### config.mk
export PLATFORM = sky130hd
export DESIGN_NAME = pipe_controller
export DESIGN_NICKNAME = d
export VERILOG_FILES = /design/src/rtl/pipe_controller.sv
export SDC_FILE = /design/constraint.sdc
export NUM_CORES = 1
export LEC_CHECK = 0
export BUFFER_PORTS_ARGS = -buffer_cell sky130_fd_sc_hd__buf_2
export CELL_PAD_IN_SITES_DETAIL_PLACEMENT = 0
export CELL_PAD_IN_SITES_GLOBAL_PLACEMENT = 1
export CORE_ASPECT_RATIO = 1.5
export CORE_MARGIN = 4
export CORE_UTILIZATION = 30
export CTS_CLUSTER_SIZE = 40
export DETAILED_ROUTE_END_ITERATION = 6
export PLACE_DENSITY = 0.87
export SETUP_SLACK_MARGIN = 0.15
export SLEW_MARGIN = 20
export SYNTH_ARGS = -nofsm -noshare
export SYNTH_HDL_FRONTEND = slang
export SYNTH_SLANG_ARGS = --single-unit
### constraint.sdc
create_clock -name clk -period 1.18 [get_ports clk]
set_input_delay 0.118 -clock clk [delete_from_list [all_inputs] [get_ports clk]]
set_output_delay 0.118 -clock clk [all_outputs]
set_load 0.01 [all_outputs]
### src/rtl/pipe_controller.sv
// RV32 decode + D->E control register; imm_src_d is combinational, E controls land one edge later.
// DIV/REM (define MULDIV_EN) hold E for DIV_LATENCY cycles and raise md_stall to freeze F/D.
module pipe_controller #(
    parameter int ALUCTRL_W   = 5,
    parameter int IMMSRC_W    = 3,
    parameter int DIV_LATENCY = 8
) (
    input  logic                 clk,
    input  logic                 rst_n,
    input  logic [31:0]          instr_d,
    input  logic                 valid_d,
    input  logic                 stall_d,
    input  logic                 flush_e,
    output logic [IMMSRC_W-1:0]  imm_src_d,
    output logic                 reg_write_e,
    output logic                 mem_write_e,
    output logic                 alu_src_e,
    output logic                 branch_e,
    output logic                 jump_e,
    output logic                 jalr_e,
    output logic                 auipc_e,
    output logic [1:0]           result_src_e,
    output logic [ALUCTRL_W-1:0] alu_control_e,
    output logic                 valid_e,
    output logic                 illegal_e,
    output logic                 md_stall
);

    localparam logic [6:0] OP_LW    = 7'b0000011;
    localparam logic [6:0] OP_SW    = 7'b0100011;
    localparam logic [6:0] OP_R     = 7'b0110011;
    localparam logic [6:0] OP_BR    = 7'b1100011;
    localparam logic [6:0] OP_I     = 7'b0010011;
    localparam logic [6:0] OP_JAL   = 7'b1101111;
    localparam logic [6:0] OP_JALR  = 7'b1100111;
    localparam logic [6:0] OP_LUI   = 7'b0110111;
    localparam logic [6:0] OP_AUIPC = 7'b0010111;

    localparam logic [2:0] IMM_I = 3'b000;
    localparam logic [2:0] IMM_S = 3'b001;
    localparam logic [2:0] IMM_B = 3'b010;
    localparam logic [2:0] IMM_J = 3'b011;
    localparam logic [2:0] IMM_U = 3'b100;

    localparam logic [4:0] ALU_ADD   = 5'b00000;
    localparam logic [4:0] ALU_SUB   = 5'b00001;
    localparam logic [4:0] ALU_SLL   = 5'b00100;
    localparam logic [4:0] ALU_SRL   = 5'b00101;
    localparam logic [4:0] ALU_SRA   = 5'b00110;
    localparam logic [4:0] ALU_OR    = 5'b01000;
    localparam logic [4:0] ALU_AND   = 5'b01001;
    localparam logic [4:0] ALU_XOR   = 5'b01010;
    localparam logic [4:0] ALU_SLT   = 5'b01011;
    localparam logic [4:0] ALU_SLTU  = 5'b01100;
    localparam logic [4:0] ALU_PASSB = 5'b10000;
`ifdef MULDIV_EN
    localparam logic [4:0] ALU_MUL   = 5'b00010;
    localparam logic [4:0] ALU_DIV   = 5'b00011;
    localparam logic [4:0] ALU_REM   = 5'b00111;
`endif

    typedef struct packed {
        logic       reg_write;
        logic       mem_write;
        logic       alu_src;
        logic       branch;
        logic       jump;
        logic       jalr;
        logic       auipc;
        logic [1:0] result_src;
        logic [4:0] alu;
    } ctrl_t;

    logic [6:0]  opcode;
    logic [2:0]  funct3;
    logic [6:0]  funct7;
    logic [14:0] unused_fields;
    ctrl_t       dec;
    logic [2:0]  imm_d;
    logic        illegal_d;
`ifdef MULDIV_EN
    logic        md_d;
`endif

    assign opcode        = instr_d[6:0];
    assign funct3        = instr_d[14:12];
    assign funct7        = instr_d[31:25];
    assign unused_fields = {instr_d[24:15], instr_d[11:7]};

    always_comb begin
        dec       = '0;
        imm_d     = IMM_I;
        illegal_d = 1'b0;
`ifdef MULDIV_EN
        md_d      = 1'b0;
`endif
        case (opcode)
            OP_LW: begin
                dec.reg_write  = 1'b1;
                dec.alu_src    = 1'b1;
                dec.result_src = 2'b01;
                illegal_d      = (funct3 != 3'b010);
            end
            OP_SW: begin
                dec.mem_write = 1'b1;
                dec.alu_src   = 1'b1;
                imm_d         = IMM_S;
                illegal_d     = (funct3 != 3'b010);
            end
            OP_R: begin
                dec.reg_write = 1'b1;
                case (funct7)
                    7'b0000000: begin
                        case (funct3)
                            3'b000:  dec.alu = ALU_ADD;
                            3'b001:  dec.alu = ALU_SLL;
                            3'b010:  dec.alu = ALU_SLT;
                            3'b011:  dec.alu = ALU_SLTU;
                            3'b100:  dec.alu = ALU_XOR;
                            3'b101:  dec.alu = ALU_SRL;
                            3'b110:  dec.alu = ALU_OR;
                            default: dec.alu = ALU_AND;
                        endcase
                    end
                    7'b0100000: begin
                        case (funct3)
                            3'b000:  dec.alu = ALU_SUB;
                            3'b101:  dec.alu = ALU_SRA;
                            default: illegal_d = 1'b1;
                        endcase
                    end
`ifdef MULDIV_EN
                    7'b0000001: begin
                        // signed/unsigned variants share a code; the divider reads funct3 itself
                        case (funct3)
                            3'b000:          dec.alu = ALU_MUL;
                            3'b100, 3'b101: begin dec.alu = ALU_DIV; md_d = 1'b1; end
                            3'b110, 3'b111: begin dec.alu = ALU_REM; md_d = 1'b1; end
                            default:         illegal_d = 1'b1;
                        endcase
                    end
`endif
                    default: illegal_d = 1'b1;
                endcase
            end
            OP_BR: begin
                dec.branch = 1'b1;
                imm_d      = IMM_B;
                case (funct3)
                    3'b000, 3'b001: dec.alu = ALU_SUB;
                    3'b100, 3'b101: dec.alu = ALU_SLT;
                    3'b110, 3'b111: dec.alu = ALU_SLTU;
                    default:        illegal_d = 1'b1;
                endcase
            end
            OP_I: begin
                dec.reg_write = 1'b1;
                dec.alu_src   = 1'b1;
                case (funct3)
                    3'b000:  dec.alu = ALU_ADD;
                    3'b001:  dec.alu = ALU_SLL;
                    3'b010:  dec.alu = ALU_SLT;
                    3'b011:  dec.alu = ALU_SLTU;
                    3'b100:  dec.alu = ALU_XOR;
                    3'b101:  dec.alu = (funct7 == 7'b0100000) ? ALU_SRA : ALU_SRL;
                    3'b110:  dec.alu = ALU_OR;
                    default: dec.alu = ALU_AND;
                endcase
            end
            OP_JAL: begin
                dec.reg_write  = 1'b1;
                dec.jump       = 1'b1;
                dec.result_src = 2'b10;
                imm_d          = IMM_J;
            end
            OP_JALR: begin
                dec.reg_write  = 1'b1;
                dec.alu_src    = 1'b1;
                dec.jalr       = 1'b1;
                dec.result_src = 2'b10;
                illegal_d      = (funct3 != 3'b000);
            end
            OP_LUI: begin
                dec.reg_write = 1'b1;
                dec.alu_src   = 1'b1;
                dec.alu       = ALU_PASSB;
                imm_d         = IMM_U;
            end
            OP_AUIPC: begin
                dec.reg_write = 1'b1;
                dec.alu_src   = 1'b1;
                dec.auipc     = 1'b1;
                imm_d         = IMM_U;
            end
            default: illegal_d = 1'b1;
        endcase
        // an undecodable instruction must not write anything or redirect the PC
        if (illegal_d) begin
            dec   = '0;
            imm_d = IMM_I;
`ifdef MULDIV_EN
            md_d  = 1'b0;
`endif
        end
    end

    assign imm_src_d = IMMSRC_W'(imm_d);

    ctrl_t ctrl_e;

    always_ff @(posedge clk or negedge rst_n) begin
        if (!rst_n) begin
            ctrl_e    <= '0;
            valid_e   <= 1'b0;
            illegal_e <= 1'b0;
        end else if (flush_e || (stall_d && !md_stall)) begin
            ctrl_e    <= '0;
            valid_e   <= 1'b0;
            illegal_e <= 1'b0;
        end else if (!md_stall) begin
            ctrl_e    <= valid_d ? dec : '0;
            valid_e   <= valid_d;
            illegal_e <= valid_d & illegal_d;
        end
    end

    assign reg_write_e   = ctrl_e.reg_write;
    assign mem_write_e   = ctrl_e.mem_write;
    assign alu_src_e     = ctrl_e.alu_src;
    assign branch_e      = ctrl_e.branch;
    assign jump_e        = ctrl_e.jump;
    assign jalr_e        = ctrl_e.jalr;
    assign auipc_e       = ctrl_e.auipc;
    assign result_src_e  = ctrl_e.result_src;
    assign alu_control_e = ALUCTRL_W'(ctrl_e.alu);

`ifdef MULDIV_EN
    localparam int               CNT_W    = $clog2(DIV_LATENCY + 1);
    localparam logic [CNT_W-1:0] LOAD_CNT = CNT_W'(DIV_LATENCY - 1);

    typedef enum logic {IDLE, BUSY} md_state_t;

    md_state_t        state, state_nxt;
    logic [CNT_W-1:0] cnt, cnt_nxt;

    always_ff @(posedge clk or negedge rst_n) begin
        if (!rst_n) begin
            state <= IDLE;
            cnt   <= '0;
        end else begin
            state <= state_nxt;
            cnt   <= cnt_nxt;
        end
    end

    // a DIV/REM can only load while IDLE, since BUSY holds E
    always_comb begin
        state_nxt = state;
        cnt_nxt   = cnt;
        if (flush_e) begin
            state_nxt = IDLE;
            cnt_nxt   = '0;
        end else if (state == BUSY) begin
            cnt_nxt = cnt - CNT_W'(1);
            if (cnt == CNT_W'(1)) begin
                state_nxt = IDLE;
            end
        end else if (valid_d && md_d && !stall_d) begin
            cnt_nxt   = LOAD_CNT;
            state_nxt = (LOAD_CNT != '0) ? BUSY : IDLE;
        end
    end

    assign md_stall = (state == BUSY);
`else
    localparam int unused_div_latency = DIV_LATENCY;
    assign md_stall = 1'b0;
`endif

endmodule

==> results of run 1 <==
==> area by class of cell <==
class / instances / area (µm²)
fill: 305 / 1495
tap: 42 / 52.55
sequential: 16 / 400.4
timing repair buffer: 89 / 676.9
clock buffer: 3 / 41.29
inverter: 3 / 11.26
multi-input combinational: 89 / 738.2
==> power groups by stage <==
stage	clock network [mW]	registers, mW	logic (mW)
final	0.375	0.553	0.333
after global placement	0	0.562	0.225
after detailed placement	0	0.563	0.232
after global routing	0.406	0.553	0.357
after CTS	0.380	0.553	0.291
after floorplan	0	0.565	0.111
==> registers in the layout, indices dropped and copies added, names as in the netlist <==
| signal | cells |
|---|---|
| valid_e | 1 |
| branch_e | 1 |
| result_src_e | 2 |
| illegal_e | 1 |
| auipc_e | 1 |
| jalr_e | 1 |
| alu_src_e | 1 |
| alu_control_e | 5 |
| jump_e | 1 |
| reg_write_e | 1 |
| mem_write_e | 1 |
==> tightest hold or removal path: cells and delay by family <==
family	cells	cell delay, ns
buffers and inverters	2	0.23
and+or+nand+nor	1	0.06
==> logic make-up after synthesis <==
kind of cell	after synthesis
AOI/OAI and AO/OA	27
DFF	16
xor gates and xnor gates	1
and+or+nand+nor	60
buffers and inverters	11
other	1
==> what timing repair did <==
item                                    CTS  global route
hold buffers                              1             0
pin swaps                                17            10
hold endpoints to repair                 16             0
resized for setup                        36            24
endpoints found under the setup margin   17            18
setup buffers                            11             8
==> per-layer routing <==
layer,vias to the layer above,wire length (µm),global-route usage [%]
met1,575,1252,14.26
met3,10,198,1.113
met5,-,0,0
li1,580,-,-
met4,0,77,9.026
met2,56,2123,32.29
==> cells in the mapped netlist (2+ instances only) <==
master | instances | area [µm²]
a21oi_1 | 3 | 15.01
clkbuf_2 | 2 | 10.01
and3_1 | 4 | 25.02
a21o_1 | 2 | 15.01
and2b_2 | 2 | 17.52
nor4_1 | 2 | 12.51
o31ai_1 | 2 | 15.01
buf_6 | 3 | 33.78
nand2_1 | 14 | 52.55
dfrtp_1 | 16 | 400.4
and3b_2 | 2 | 20.02
inv_1 | 3 | 11.26
a211oi_1 | 3 | 22.52
o21ai_0 | 9 | 45.04
nand3_1 | 2 | 10.01
nor3_1 | 4 | 20.02
a211oi_2 | 2 | 25.02
or3_4 | 2 | 22.52
nor2_1 | 15 | 56.30
buf_4 | 2 | 15.01
==> metrics by stage <==
stage | cell area, µm² | util (%)
2_1_floorplan | 1071 | -
3_3_place_gp | 1470 | 43.04
3_5_place_dp | 1470 | 43.04
4_1_cts | 1768 | 51.76
5_1_grt | 1921 | 56.23
6_report | 1921 | 56.23
==> worst paths after layout <==
| kind | endpoint | slack, ns | start |
|---|---|---|---|
| worst max-delay path | alu_control_e[0] | -0.27 | instr_d[25] |
| worst min-delay path | result_src_e[0] | 0.21 | instr_d[5] |
| max in group asynchronous | alu_control_e[3] | 0.63 | rst_n |
| min in group asynchronous | jump_e | 0.31 | rst_n |
==> results.md, run 1 <==
- NumNets Final: 239
- Largest net degree at the start of global routing: 17
- Hold Vio Cnt, Final: 0
- Max-Cap Viols: 0
- Post-Synth XOR/XNOR Area: 0.8274%
- TritonCTS clock tree: yes
- Mux contribution to synthesized area: 0%
- Failing checks: setup timing
- RSZ-0062 raised after global routing: true
- Setup CP Type: in2reg
- Clk root buf: clkbuf_8
- Setup WS pre-CTS: -0.5332 ns
- Final hold slack: 0.2117 ns
- Via count: 1221
- Initial drt markers: 29
- Outcome: finished with violations
- Most common cell after layout, fill and taps aside: buf_4
- Main combinational cell family by area after synthesis: simple AND/OR/NAND/NOR gates
- Critical path arrival: 1.60 ns
- DIE AREA: 4562 µm²
- Cell Chain, Critical Path: buf_6 > nor4_4 > nor3b_4 > a21boi_2 > or3_4 > buf_4 > a211oi_2
- Hold Path Class: in2reg
- # diodes: 0
- Syn Area/Cell: 9.125 µm²
- Worst path depth: 7
- Clock Path Buffers: 2
- Syn Nets: 153
- Total gr overflow: 0
- Switching power: 0.3151 mW
- Clk slew on worst S/H paths: 0.05 ns
- Vias in the first global route: 1295
- Slowest Stage Delay on Critical Path: 0.44 ns
- Starting Density: 30.99%
- Pleak: 0.9306 nW
- Setup TNS Final: -3.173 ns
- # setup viols final: 18
- Cell variety after synth: 42
- Placed cells: 219
- CTS buffer count: 3
- FMAX: 689.2 MHz
- Initial antenna violation count: 0
- Chip Height: 80.75 µm
- Critical path buffers and inverters: 2
- 1st-pass router iterations: 4
- Power Internal: 0.9468 mW
- GRT Total Usage: 15.56%
- Commonest non-fill, non-tap cells in the layout: buf_4 (33), buf_2 (32), buf_6 (23)
- Sw Ratio: 24.97%
- Core ar.: 3416 µm²
- Layout area overhead: 81.44%
- Total power per unit cell area: 657.0 nW/µm²
- Share of cells above drive strength 1: 66.00%
- I/O Buffers: 40
- Power, Total: 1.262 mW
- Row count: 26
- Comb pwr share: 26.4%
- Mapped Area: 1059 µm²
- CP required: 1.33 ns
- # IOs: 57
- Fraction of registers with async set or reset after synthesis: 100.0%
- Final Max Tran Viols: 0
- Syn Inst Count: 116
- H-tree Lvls: 1
- CP max stage cell: or3_4
- Crit path max-delay family: simple AND/OR/NAND/NOR gates
- Clock sink count: 16
- Ys flop type: dfrtp_1
- VDD IR max: 0.5093 mV
- Final Wtd Congestion: 0.8878
- Synth Area in Simple Gates: 34.99%
- Final setup margin: -0.2710 ns
- CP endpoint kind: register
- Hpwl dp: 2375 µm
- Share of power burned in registers: 43.8%
- Crit Path Max Fanout: 7
- Detail Route Antenna Nets: 0
- Yosys reg bits: 16
- Post-synthesis sequential area ratio: 37.83%
- Non-filler cells, final: 242
- Crit path time final: 1.451 ns
- Startpoint Class: input pin
- Global-route wire length before repair: 5623 µm
- Residual DRC count: 0
- Number of flops mapped to enable cells by yosys: 0
- DR WL/cell: 15.09 µm
- Via density: 5.045
- Hold-critical path depth: 3
- YS warnings: 0
- Die Wd: 56.50 µm
- Post-Synth Adder-Cell Area: 0%
- Routed Wire Length: 3651 µm
- Final period util: 123.0%
- Post-synthesis compound-gate area fraction: 19.03%
- Share of power burned in the clock network: 29.7%
No activity file was read; power rests on OpenSTA's default activity.
==> run 2: changes to the inputs <==
- BUFFER_PORTS_ARGS: -buffer_cell sky130_fd_sc_hd__buf_2 -> -buffer_cell sky130_fd_sc_hd__clkbuf_2
==> run 2 against run 1 <==
  * The flow still finishes with violations (setup timing)
  * Sequential power barely moved
  * Wire length shrank 11%
  * Fmax decreased by 1.8%
  * Final cell count is 0.83% lower
  * First-iteration DRC count stayed put
  * Global-route usage fell by 1.9 points
  * Combinational power is 5% lower
  * Clock-buffer cell count is 1 higher
  * Critical endpoint is now imm_src_d[1]
  * Largest cell class unchanged
  * Highest routed layer unchanged
==> results.md, run 2 (synthesis results as in run 1) <==
- Pleak: 0.8870 nW
- Residual DRC count: 0
- Final Max Tran Viols: 0
- Max-Cap Viols: 0
- Final Wtd Congestion: 0.8996
- CP required: 1.06 ns
- Setup WS pre-CTS: -0.4796 ns
- Via density: 4.838
- Total gr overflow: 0
- Crit path max-delay family: buffers and inverters
- Critical path buffers and inverters: 4
- Outcome: finished with violations
- Setup CP Type: in2out
- FMAX: 677.0 MHz
- Worst Hold Endpoint: result_src_e[0]
- CTS buffer count: 3
- I/O Buffers: 40
- Fillers: 286
- Clk slew on worst S/H paths: 0.06 ns
- Crit Path Max Fanout: 6
- # IOs: 57
- FF/Latch Area: 400.4 µm²
- 1st-pass router iterations: 4
- Failing checks: setup timing
- NumNets Final: 236
- Post-Route Utilization: 55.02%
- VDD IR max: 0.5546 mV
- Clk root buf: clkbuf_8
- CP endpoint kind: output port
- Routed Wire Length: 3252 µm
- Hold Vio Cnt, Final: 0
- Chip Height: 80.75 µm
- Finished Cell Area: 1879 µm²
- DIE AREA: 4562 µm²
- Final period util: 125.2%
- Vias in the first global route: 1187
- Die Wd: 56.50 µm
- Via count: 1161
- Cell Chain, Critical Path: buf_6 > buf_6 > and3b_2 > o2111ai_4 > a22oi_2 > buf_4 > o31ai_4 > buf_2
- TritonCTS clock tree: yes
- Total power per unit cell area: 709.8 nW/µm²
- Slowest Stage Delay on Critical Path: 0.35 ns
- DR WL/cell: 13.55 µm
- RSZ-0062 raised after global routing: true
- Hpwl dp: 2321 µm
- CP max stage cell: and3b_2
- Crit path time final: 1.477 ns
- Critical path arrival: 1.36 ns
- Initial antenna violation count: 0
- GRT Total Usage: 13.61%
- Commonest non-fill, non-tap cells in the layout: buf_4 (36), clkbuf_2 (30), dfrtp_1 (16), buf_6 (16)
- Multi-input gate area: 724.4 µm²
- Starting Density: 30.99%
- Power, Total: 1.334 mW
- Placed cell areas: 1493 µm²
- Layout area overhead: 77.54%
- Most common cell after layout, fill and taps aside: buf_4
- H-tree Lvls: 1
- Core ar.: 3416 µm²
- Clock Path Buffers: 2
- Startpoint Class: input pin
- # setup viols final: 17
- # diodes: 0
- Hold Path Class: in2reg
- Hold-critical path depth: 3
- Detail Route Antenna Nets: 0
- Row count: 26
- Global-route wire length before repair: 4850 µm
- Initial drt markers: 29
- Crit-path most repeated cell: buf_6
- Min-delay src: instr_d[5]
- Largest net degree at the start of global routing: 17
- Share of cells above drive strength 1: 63.64%
- Clock sink count: 16
- Final setup margin: -0.2971 ns
- Flip-flop count of the largest register after layout: 5
## run 2: per-layer routing
metal	global-route usage [%]	wire length, µm	up-vias
met3	3.021	169	9
met1	12.13	1162	537
li1	-	-	576
met2	26.04	1809	39
met5	0	0	-
met4	10.21	110	0
## run 2: per-stage QoR
step           TNS (ns)  cells  hold slack (ns)
2_1_floorplan    -3.933    116          -0.1776
5_1_grt          -3.542    240           0.2148
6_report         -2.533    240           0.2012
4_1_cts          -2.323    237           0.2149
3_5_place_dp     -5.721    222          0.04758
3_3_place_gp     -5.019    222          0.03711
## run 2: worst max path at each step
stage	startpoint	endpoint	slack, ns	cells past startpoint
4_1_cts	instr_d[27]	imm_src_d[1]	-0.30	7
3_3_place_gp	instr_d[27]	alu_control_e[1]	-0.41	6
6_report	instr_d[3]	imm_src_d[1]	-0.30	8
2_1_floorplan	instr_d[27]	alu_control_e[4]	-0.34	6
3_5_place_dp	instr_d[27]	alu_control_e[0]	-0.48	6
5_1_grt	instr_d[26]	alu_control_e[0]	-0.35	6
## run 2: area by class of cell
class / count / share of cell area (%)
multi-input combinational: 89 / 38.55
sequential: 16 / 21.30
clock buffer: 4 / 2.929
timing repair buffer: 86 / 33.82
tap: 42 / 2.796
inverter: 3 / 0.5992
## run 2: what timing repair did
item / CTS / global route
pin swaps: 8 / 14
gates cloned: 0 / 0
buffers inserted: 10 / 3
setup endpoints to repair: 17 / 18
hold endpoints to repair: 16 / 0
hold buffers: 1 / 0
resized for setup: 19 / 35
## run 2: where the power goes
group | leakage [nW] | switching, mW | total [mW] | internal, mW
clock | 0.0288 | 0.168 | 0.464 | 0.296
combinational | 0.636 | 0.154 | 0.317 | 0.163
sequential | 0.223 | 0.000868 | 0.553 | 0.552
total | 0.887 | 0.323 | 1.33 | 1.01
